<file path="config.mk">
export PLATFORM = sky130hd
export DESIGN_NAME = fixed_range_reduce
export DESIGN_NICKNAME = d
export VERILOG_FILES = /design/src/rtl/fixed_rr_pkg.sv /design/src/rtl/fixed_rr_align.sv /design/src/rtl/fixed_range_reduce.sv
export SDC_FILE = /design/constraint.sdc
export NUM_CORES = 2
export LEC_CHECK = 0
export ABC_AREA = 1
export CAP_MARGIN = 20
export CELL_PAD_IN_SITES_DETAIL_PLACEMENT = 1
export CELL_PAD_IN_SITES_GLOBAL_PLACEMENT = 1
export CORE_MARGIN = 2
export CORE_UTILIZATION = 41
export DETAILED_ROUTE_END_ITERATION = 10
export PLACE_DENSITY = 0.84
export SKIP_CTS_REPAIR_TIMING = 1
export SLEW_MARGIN = 10
export SYNTH_ARGS = -nofsm -noshare
export SYNTH_HDL_FRONTEND = slang
export SYNTH_SLANG_ARGS = --single-unit
</file>
<file path="constraint.sdc">
create_clock -name ck2 -period 17.4 [get_ports ck2]
set_input_delay 5.22 -clock ck2 [delete_from_list [all_inputs] [get_ports ck2]]
set_output_delay 5.22 -clock ck2 [all_outputs]
set_load 0.005 [all_outputs]
</file>
<file path="src/rtl/fixed_rr_pkg.sv">
// Shared constants, Q-format widths and FSM state encoding for the
// exponential argument-reduction stage (fixed_range_reduce).
package fixed_rr_pkg;

  localparam int unsigned FRAC_W = 28;  // fractional bits of Q formats
  localparam int unsigned XF_W   = 36;  // signed Q8.28 operand
  localparam int unsigned P_W    = 68;  // signed Q10.56 product
  localparam int unsigned RR_W   = 40;  // residual working width
  localparam int unsigned K_W    = 12;  // working width of k before trim

  localparam logic [31:0] LN2     = 32'h0B17_217F;  // Q0.28
  localparam logic [31:0] INV_LN2 = 32'h1715_4765;  // Q2.28
  localparam logic [31:0] OVF_THR = 32'h42B1_7218;  // |x| bits, sign 0
  localparam logic [31:0] UNF_THR = 32'h42AE_AC50;  // |x| bits, sign 1

  typedef enum logic [2:0] {
    IDLE,
    CONV,
    KEST,
    RESID,
    DONE
  } state_t;

endpackage

</file>
<file path="src/rtl/fixed_rr_align.sv">
// Combinational float -> signed Q8.28 aligner. Truncates toward zero;
// exponent 0 (zero/denormal) yields zero. Results for magnitudes above the
// Q8.28 range are meaningless; the caller classifies those separately.
// Ports: sign, exp_f[7:0], man[22:0] in; xf[35:0] (signed), zero out.
module fixed_rr_align
  import fixed_rr_pkg::*;
(
  input  logic                   sign,
  input  logic [7:0]             exp_f,
  input  logic [22:0]            man,
  output logic signed [XF_W-1:0] xf,
  output logic                   zero
);

  logic [23:0]     mant;
  logic [XF_W-1:0] mag;
  logic [7:0]      rsh;

  // 1.m * 2^(e-127) in Q.28 is mant24 shifted left by (e - 122)
  always_comb begin
    mant = {1'b1, man};
    mag  = '0;
    rsh  = '0;
    zero = (exp_f == 8'd0);
    if (!zero) begin
      if (exp_f >= 8'd122) begin
        if (exp_f <= 8'd133) begin
          mag = XF_W'(mant) << (exp_f - 8'd122);
        end
      end else begin
        rsh = 8'd122 - exp_f;
        if (rsh < 8'd24) begin
          mag = XF_W'(mant >> rsh);
        end
      end
    end
    xf = sign ? -$signed(mag) : $signed(mag);
  end

endmodule

</file>
<file path="src/rtl/fixed_range_reduce.sv">
// Argument reduction x = k*ln2 + r for the fixed-point exp datapath.
// Optional macro FIXED_RR_NAN_EN: classify NaN operands on the nan port;
// when undefined nan is tied 0 and NaN falls into ovf/unf by magnitude.
// Ports: ck2/res (sync active-high), in_valid/in_ready/num operand
// handshake, out_valid/out_ready result handshake, r (Q3.28, sign 0),
// k (signed 8-bit), ovf/unf/nan class flags.
module fixed_range_reduce
  import fixed_rr_pkg::*;
(
  input  logic        ck2,
  input  logic        res,
  input  logic        in_valid,
  output logic        in_ready,
  input  logic [31:0] num,
  output logic        out_valid,
  input  logic        out_ready,
  output logic [31:0] r,
  output logic [7:0]  k,
  output logic        ovf,
  output logic        unf,
  output logic        nan
);

  state_t                   state;
  logic [31:0]              num_q;
  logic signed [XF_W-1:0]   xf_q;
  logic signed [K_W-1:0]    k_est;

  logic signed [XF_W-1:0]   align_xf;
  logic                     align_zero;
  logic signed [P_W-1:0]    p_c;
  logic signed [K_W-1:0]    k_est_c;
  logic signed [RR_W-1:0]   xf_ext, ln2_s, k_ext, rr_raw, rr_fix;
  logic signed [K_W-1:0]    k_fix;
  logic                     ovf_c, unf_c;

  fixed_rr_align u_align (
    .sign  (num_q[31]),
    .exp_f (num_q[30:23]),
    .man   (num_q[22:0]),
    .xf    (align_xf),
    .zero  (align_zero)
  );

  // Range classification on raw magnitude bits
  assign ovf_c = !num_q[31] && (num_q[30:0] > 31'(OVF_THR));
  assign unf_c =  num_q[31] && (num_q[30:0] > 31'(UNF_THR));

`ifdef FIXED_RR_NAN_EN
  logic nan_c;
  assign nan_c = (num_q[30:23] == 8'hFF) && (num_q[22:0] != 23'd0);
`else
  assign nan = 1'b0;
`endif

  // k estimate: floor(xf * 1/ln2) via arithmetic shift of the Q10.56 product
  always_comb begin
    p_c     = P_W'(xf_q) * P_W'($signed(INV_LN2));
    k_est_c = K_W'(p_c >>> 56);
  end

  // Residual with a single +/-ln2 correction for the truncated 1/ln2
  always_comb begin
    xf_ext = RR_W'(xf_q);
    ln2_s  = RR_W'(LN2);
    k_ext  = RR_W'(k_est);
    rr_raw = xf_ext - k_ext * ln2_s;
    rr_fix = rr_raw;
    k_fix  = k_est;
    if (rr_raw < 0) begin
      rr_fix = rr_raw + ln2_s;
      k_fix  = k_est - K_W'(1);
    end else if (rr_raw >= ln2_s) begin
      rr_fix = rr_raw - ln2_s;
      k_fix  = k_est + K_W'(1);
    end
  end

  // Control FSM; result registers update only on the edge entering DONE
  always_ff @(posedge ck2) begin
    if (res) begin
      state     <= IDLE;
      in_ready  <= 1'b1;
      out_valid <= 1'b0;
      r         <= '0;
      k         <= '0;
      ovf       <= 1'b0;
      unf       <= 1'b0;
`ifdef FIXED_RR_NAN_EN
      nan       <= 1'b0;
`endif
      num_q     <= '0;
      xf_q      <= '0;
      k_est     <= '0;
    end else begin
      case (state)
        IDLE: begin
          if (in_valid) begin
            num_q    <= num;
            in_ready <= 1'b0;
            state    <= CONV;
          end
        end
        CONV: begin
          xf_q  <= align_zero ? '0 : align_xf;
          state <= KEST;
`ifdef FIXED_RR_NAN_EN
          if (nan_c) begin
            {ovf, unf, nan} <= 3'b001;
            k         <= 8'h00;
            r         <= '0;
            out_valid <= 1'b1;
            state     <= DONE;
          end else
`endif
          if (ovf_c) begin
            ovf       <= 1'b1;
            unf       <= 1'b0;
`ifdef FIXED_RR_NAN_EN
            nan       <= 1'b0;
`endif
            k         <= 8'h7F;
            r         <= '0;
            out_valid <= 1'b1;
            state     <= DONE;
          end else if (unf_c) begin
            ovf       <= 1'b0;
            unf       <= 1'b1;
`ifdef FIXED_RR_NAN_EN
            nan       <= 1'b0;
`endif
            k         <= 8'h80;
            r         <= '0;
            out_valid <= 1'b1;
            state     <= DONE;
          end
        end
        KEST: begin
          k_est <= k_est_c;
          state <= RESID;
        end
        RESID: begin
          r         <= {1'b0, 31'(rr_fix)};
          k         <= 8'(k_fix);
          ovf       <= 1'b0;
          unf       <= 1'b0;
`ifdef FIXED_RR_NAN_EN
          nan       <= 1'b0;
`endif
          out_valid <= 1'b1;
          state     <= DONE;
        end
        DONE: begin
          if (out_ready) begin
            out_valid <= 1'b0;
            in_ready  <= 1'b1;
            state     <= IDLE;
          end
        end
        default: state <= IDLE;
      endcase
    end
  end

endmodule

</file>
* After elaboration in Yosys (flattened, before gate mapping) *
Index checks and enable logic that the tools add are counted.

storage, ports and cells
  register bits after elaboration = 125
  input port bits = 36
  output and inout port bits = 45
  logic and storage cells = 82

cells by class
  $add $sub $neg = 8
  multiply operators = 2
  magnitude comparators = 7
  eq/ne operators = 7
  shift operators = 2
  mux-type cells = 33
  reductions and logical operators = 13

operators by type and width
  operator                  count
  $mux W36                  6
  $mul A36 B30 Y66 const B  1
  $mux W32                  2
  $pmux W32 S2              1
  $gt A31 B31 Y1 const B    2
  $mux W31                  2
  $ge A40 B29 Y1 const B    1
  $lt A40 B1 Y1 const B     1
  $sub A36 B39 Y40          1
  $mul A10 B29 Y39 const B  1
  $neg A36 Y36              1
  $shl A24 B8 Y36           1
  $shr A24 B8 Y36           1
  $mux W8                   4
  $add A31 B29 Y31 const B  1
  $sub A31 B29 Y31 const B  1
  $pmux W8 S2               1
  $pmux W3 S5               1
  $mux W3                   4
  $add A8 B2 Y8 const B     1
  $ge A8 B7 Y1 const B      1
  $le A8 B8 Y1 const B      1
  $logic_not A8 Y1          1
  $lt A8 B5 Y1 const B      1
  other kinds (18)          34

* Longest topological paths before layout *
  depth in word-level cells = 8
  depth in mapped cells = 39
  gate-level depth less buffers = 38

* Modules after synthesis *
Synthesis repeated with hierarchy kept, for this count alone.

second synthesis, totals
  cells, all modules = 5255
  area, all modules = 38398.1 µm²

by module, submodules not included
  module              times used  cells an instance  area each (µm²)  sequential area each (µm²)
  fixed_range_reduce  1           4256               33483.4          2482.4
  fixed_rr_align      1           999                4914.7           0.0

* Worst setup path after synthesis *
No wires, ideal clock.

  path type = reg-to-reg
  start point = register xf_q[35]
  end point = register k_est[7]
  library setup time = 58 ps
  data arrival time = 8207 ps
  slack = 9136 ps
  stages on the path, launching flop included = 30
  buffers on the path = 2
  period minus slack after synthesis = 8264 ps
  cell sequence = dfxtp_1 -> clkbuf_1 -> inv_1 -> buf_1 -> fa_1 -> inv_1 -> ha_1 -> inv_1 -> fa_1 -> inv_1 -> fa_1 -> inv_1 -> fa_1 -> inv_1 -> fa_1 -> fa_1 -> ha_1 -> nand2_1 -> nor2_1 -> inv_1 -> nor3_1 -> inv_1 -> nor2_1 -> nand3_1 -> or2_2 -> o41ai_1 -> a21oi_1 -> o21ai_0 -> o211ai_1 -> inv_1

between the ends
  cells in the longest elaborated chain, start to end = 1

ends and longest elaborated chain
  what                      RTL line                   source
  start: declaration        fixed_range_reduce.sv:26   logic signed [XF_W-1:0] xf_q;
  start signal: assignment  fixed_range_reduce.sv:105  xf_q <= align_zero ? '0 : align_xf;
  $mul A36 B30 Y66          fixed_range_reduce.sv:58   p_c = P_W'(xf_q) * P_W'($signed(INV_LN2));
  end signal: assignment    fixed_range_reduce.sv:139  k_est <= k_est_c;
  end: declaration          fixed_range_reduce.sv:27   logic signed [K_W-1:0] k_est;

Every way passes these cells.
A chain may end at the register's enable or synchronous reset.

* Final worst setup path *
  start point = register k_est[2]
  end point = register r[13]

between the ends
  cells in the longest elaborated chain, start to end = 6

ends and longest elaborated chain
  what                                                RTL line                                            source
  $mul A10 B29 Y39 *                                  fixed_range_reduce.sv:67                            rr_raw = xf_ext - k_ext * ln2_s;
  $sub A36 B39 Y40 *                                  fixed_range_reduce.sv:67
  $ge A40 B29 Y1 or $sub A31 B29 Y31 (tied branches)  fixed_range_reduce.sv:73, fixed_range_reduce.sv:74
  $mux W31                                            fixed_range_reduce.sv:73                            end else if (rr_raw >= ln2_s) begin
  $mux W31 *                                          fixed_range_reduce.sv:70                            if (rr_raw < 0) begin
  $pmux W32 S2 *                                      fixed_range_reduce.sv:96                            case (state)
  end signal: assignment                              fixed_range_reduce.sv:143                           r <= {1'b0, 31'(rr_fix)};
  end: declaration                                    fixed_range_reduce.sv:17                            output logic [31:0] r,

Mark *: on every way between the ends. The rest lies on a longest branch, timed or not.

==> implementation parameters <==
Parameter                              Value

Cells and area
  Area grow syn2layout    7.17%
  Register area    about 2500 µm²
  Fraction of layout cells with a size suffix above 1    0.0379
  Commonest non-fill, non-tap cell in the layout    sky130_fd_sc_hd__inv_1
  Commonest non-fill, non-tap cells in the layout    1,194 x sky130_fd_sc_hd__inv_1, 758 x sky130_fd_sc_hd__nand2_1, 575 x sky130_fd_sc_hd__fa_1
  Area of combinational cells with multiple inputs    ~29,000 µm²
  Antenna diode count    0
  Count of non-filler cells in the finished layout    approximately 6,000
  # fillers    11,100
  # nets final    about 6,000

Critical path
  Endpoint kind of the worst setup timing path    flop
  Delay of the slowest cell on the worst path    about 0.73 ns
  Startpoint types    flop
  Data required time at the worst endpoint    around 18 ns
  Top fanout value on the critical path    31
  Cell type of the slowest stage on the worst timing path    sky130_fd_sc_hd__fa_1
  Arrival time at the worst endpoint    8.34 ns
  Cell occurring most often along the worst timing path    sky130_fd_sc_hd__inv_1
  Worst Path Class, Setup    flop to flop

Floorplanning
  Die boundary width    303 µm
  Die Span Y    about 300 µm
  Number of rows in the core area    between 100 and 150
  Top-Level Pins    just over 80
  Die area    around 92,000 µm²
  Initial core utilization    0.414
  Core box area    between 80,000 and 90,000 µm²

Synthesis
  Sequential-to-total area share from yosys stat    0.0678
  Fraction of the mapped netlist area in simple logic gates    0.188
  Cell accounting for the most synthesized area    sky130_fd_sc_hd__fa_1
  Register bit total from synthesis    between 100 and 150
  Multiplexer area fraction after synthesis    0.000581
  Number of enable flip-flop cells after synthesis    0
  Synth top area share    0.314
  XOR/XNOR Fraction of Synth Area    0.0219
  Total number of yosys warnings    0
  Instance count of the mapped netlist    around 4,800
  Combinational family with the most area after synthesis    adder cells
  Ys flop type    sky130_fd_sc_hd__dfxtp_1
  Synthesized-area fraction occupied by ao, oa, aoi and oai cells    0.0938
  Synth async-reset ratio    0
  Number of different library cells in the post-synthesis netlist    slightly above 70
  Area share of fa/ha/maj cells after synthesis    0.490
  Ranking of synthesized cells by area    sky130_fd_sc_hd__fa_1 31%, sky130_fd_sc_hd__ha_1 18%, sky130_fd_sc_hd__inv_1 12%, sky130_fd_sc_hd__nand2_1 7.8%, sky130_fd_sc_hd__dfxtp_1 6.8%
  Synth Area per Inst    around 7.6 µm²
  Synthesized area    36,600 µm²

GRT
  Initial antenna violation count    2
  Total Routing Usage GR    0.302
  Total gr overflow    0
  Global-route wire length before repair    between 200 and 250 mm
  Pin count of the biggest net entering global routing    57
  Number of global-route vias before repair    approximately 36,000

CTS
  Level count of the clock H-tree    4
  Worst-path clk slew    roughly 0.09 ns
  Buffer cell driving the clock tree root    sky130_fd_sc_hd__clkbuf_16
  Clock tree from TritonCTS    built
  Num CTS Buffers    17
  Number of clock sinks seen by CTS    around 120
  CTS Buffer Depth    2
  Source-to-sink clock delay at the later pin of the worst-skew pair    roughly 0.50 ns

STA
  Setup repair after global routing missed its margin    false
  Slew at the pin closest to its max-slew limit    ~1.1 ns
  Hold Vio Cnt, Final    0
  Count of pins over their slew limit    0
  Post-route fraction of the period consumed by the critical path    0.460
  Slew margin rel.    0.289
  Setup TNS Final    0 ns
  Maximum clock skew at final layout    about 0.026 ns
  Final min period    roughly 8 ns
  Number of setup violations in the final report    0
  Highest achievable clock rate    0.125 GHz

Outcome
  Violations in the final reports    design-rule violations
  Outcome    finished with violations

Drt
  Vias after detailed routing    between 30,000 and 40,000
  Total length of routed wires    136 mm
  Average routed wire per standard cell    around 23 µm
  Routed vias/inst    between 5 and 6
  TritonRoute pass-1 iters    8
  Number of antenna-violating nets in the routed design    0
  DRC viols    9
  Initial detailed-routing violation count    a little under 3,000

Placement
  Cell total after placement    a little under 6,000
  Number of buffers added on ports    between 70 and 80
  Global placer's final weighted congestion    ~1
  Detailed Place HPWL    around 120 mm

Job
  Total of max-cap violations    0

Min path
  Path type of the worst min-delay path    flop to flop
[registers in the layout, summed over array words and instances (netlist names)]
signal,cells
r,31
k_est,10
xf_q,36
ovf,1
in_ready,1
out_valid,1
k,8
num_q,32
unf,1
state,3
[layout make-up]
type	count	share of cell area
Multi-Input combinational cell	3344	0.741
Inverter	1215	0.116
Sequential cell	124	0.0633
Tap cell	1165	0.0371
Timing Repair Buffer	115	0.0269
Clock buffer	17	0.0108
Clock inverter	14	0.00418
[worst max-delay path: cells and delay by family, from the launching register on]
kind | cells | cell delay [ns]
AOI/OAI and AO/OA | 3 | 0.40
buffers and inverters | 7 | 1.24
adders and majority gates | 6 | 2.92
DFF | 1 | 0.66
and+or+nand+nor | 14 | 2.59
[metal layers]
layer / GRT usage / routed length, µm / vias up
li1: - / - / 14900
met5: 0 / 25 / -
met2: 0.507 / 63900 / 1184
met4: 0.149 / 7360 / 4
met3: 0.0506 / 8320 / 393
met1: 0.378 / 56200 / 16600
[logic make-up (layout without fill, tap and decap cells)]
kind of cell,Yosys count,count (layout)
buf+inv,1321,1361
other cells,1,2
simple gates,1550,1550
mux,2,2
fa+ha+maj,1089,1089
xor+xnor,88,88
flops,124,124
compound gates,613,613
[cells in the mapped netlist, types with 7 or more instances]
master	instances
sky130_fd_sc_hd__a21oi_2	9
sky130_fd_sc_hd__a21oi_1	277
sky130_fd_sc_hd__a21boi_0	11
sky130_fd_sc_hd__nor4_1	11
sky130_fd_sc_hd__nand4_1	52
sky130_fd_sc_hd__a211oi_1	7
sky130_fd_sc_hd__xnor2_1	28
sky130_fd_sc_hd__clkinv_1	7
sky130_fd_sc_hd__a21o_1	13
sky130_fd_sc_hd__o21ai_0	194
sky130_fd_sc_hd__fa_1	575
sky130_fd_sc_hd__nand2_1	758
sky130_fd_sc_hd__nor3_1	33
sky130_fd_sc_hd__nand3_1	380
sky130_fd_sc_hd__buf_1	13
sky130_fd_sc_hd__xor2_1	56
sky130_fd_sc_hd__dfxtp_1	124
sky130_fd_sc_hd__or2_2	12
sky130_fd_sc_hd__nor2_2	8
sky130_fd_sc_hd__o21ai_1	26
sky130_fd_sc_hd__nand2_2	18
sky130_fd_sc_hd__o211ai_1	18
sky130_fd_sc_hd__nand3_2	16
sky130_fd_sc_hd__clkbuf_1	54
sky130_fd_sc_hd__buf_2	27
sky130_fd_sc_hd__buf_6	7
sky130_fd_sc_hd__nand3b_1	9
sky130_fd_sc_hd__inv_1	1194
sky130_fd_sc_hd__a31oi_1	12
sky130_fd_sc_hd__nor2_1	226
sky130_fd_sc_hd__ha_1	514
sky130_fd_sc_hd__inv_2	14
[per-stage QoR]
stage          hold WS [ns]  setup WS [ns]  utilization  cell area, µm²
2_1_floorplan         0.462           9.14            -           36600
3_3_place_gp          0.452           9.62        0.437           38700
3_5_place_dp          0.456           9.52        0.437           38700
4_1_cts               0.466           9.45        0.443           39200
5_1_grt               0.488           8.88        0.443           39300
6_report              0.467           9.40        0.443           39300
[worst paths after layout]
| path | startpoint | end | slack, ns | cells past startpoint |
|---|---|---|---|---|
| min | r[26] | r[26] | 0.47 | 2 |
| max | k_est[2] | r[13] | 9.40 | 30 |
| min reg2reg | r[26] | r[26] | 0.47 | 2 |
| max reg2reg | k_est[2] | r[13] | 9.40 | 30 |
Power is left out: the tool's default activity adds up to more than one toggle a clock period on the data nets, which glitch-free logic cannot reach.
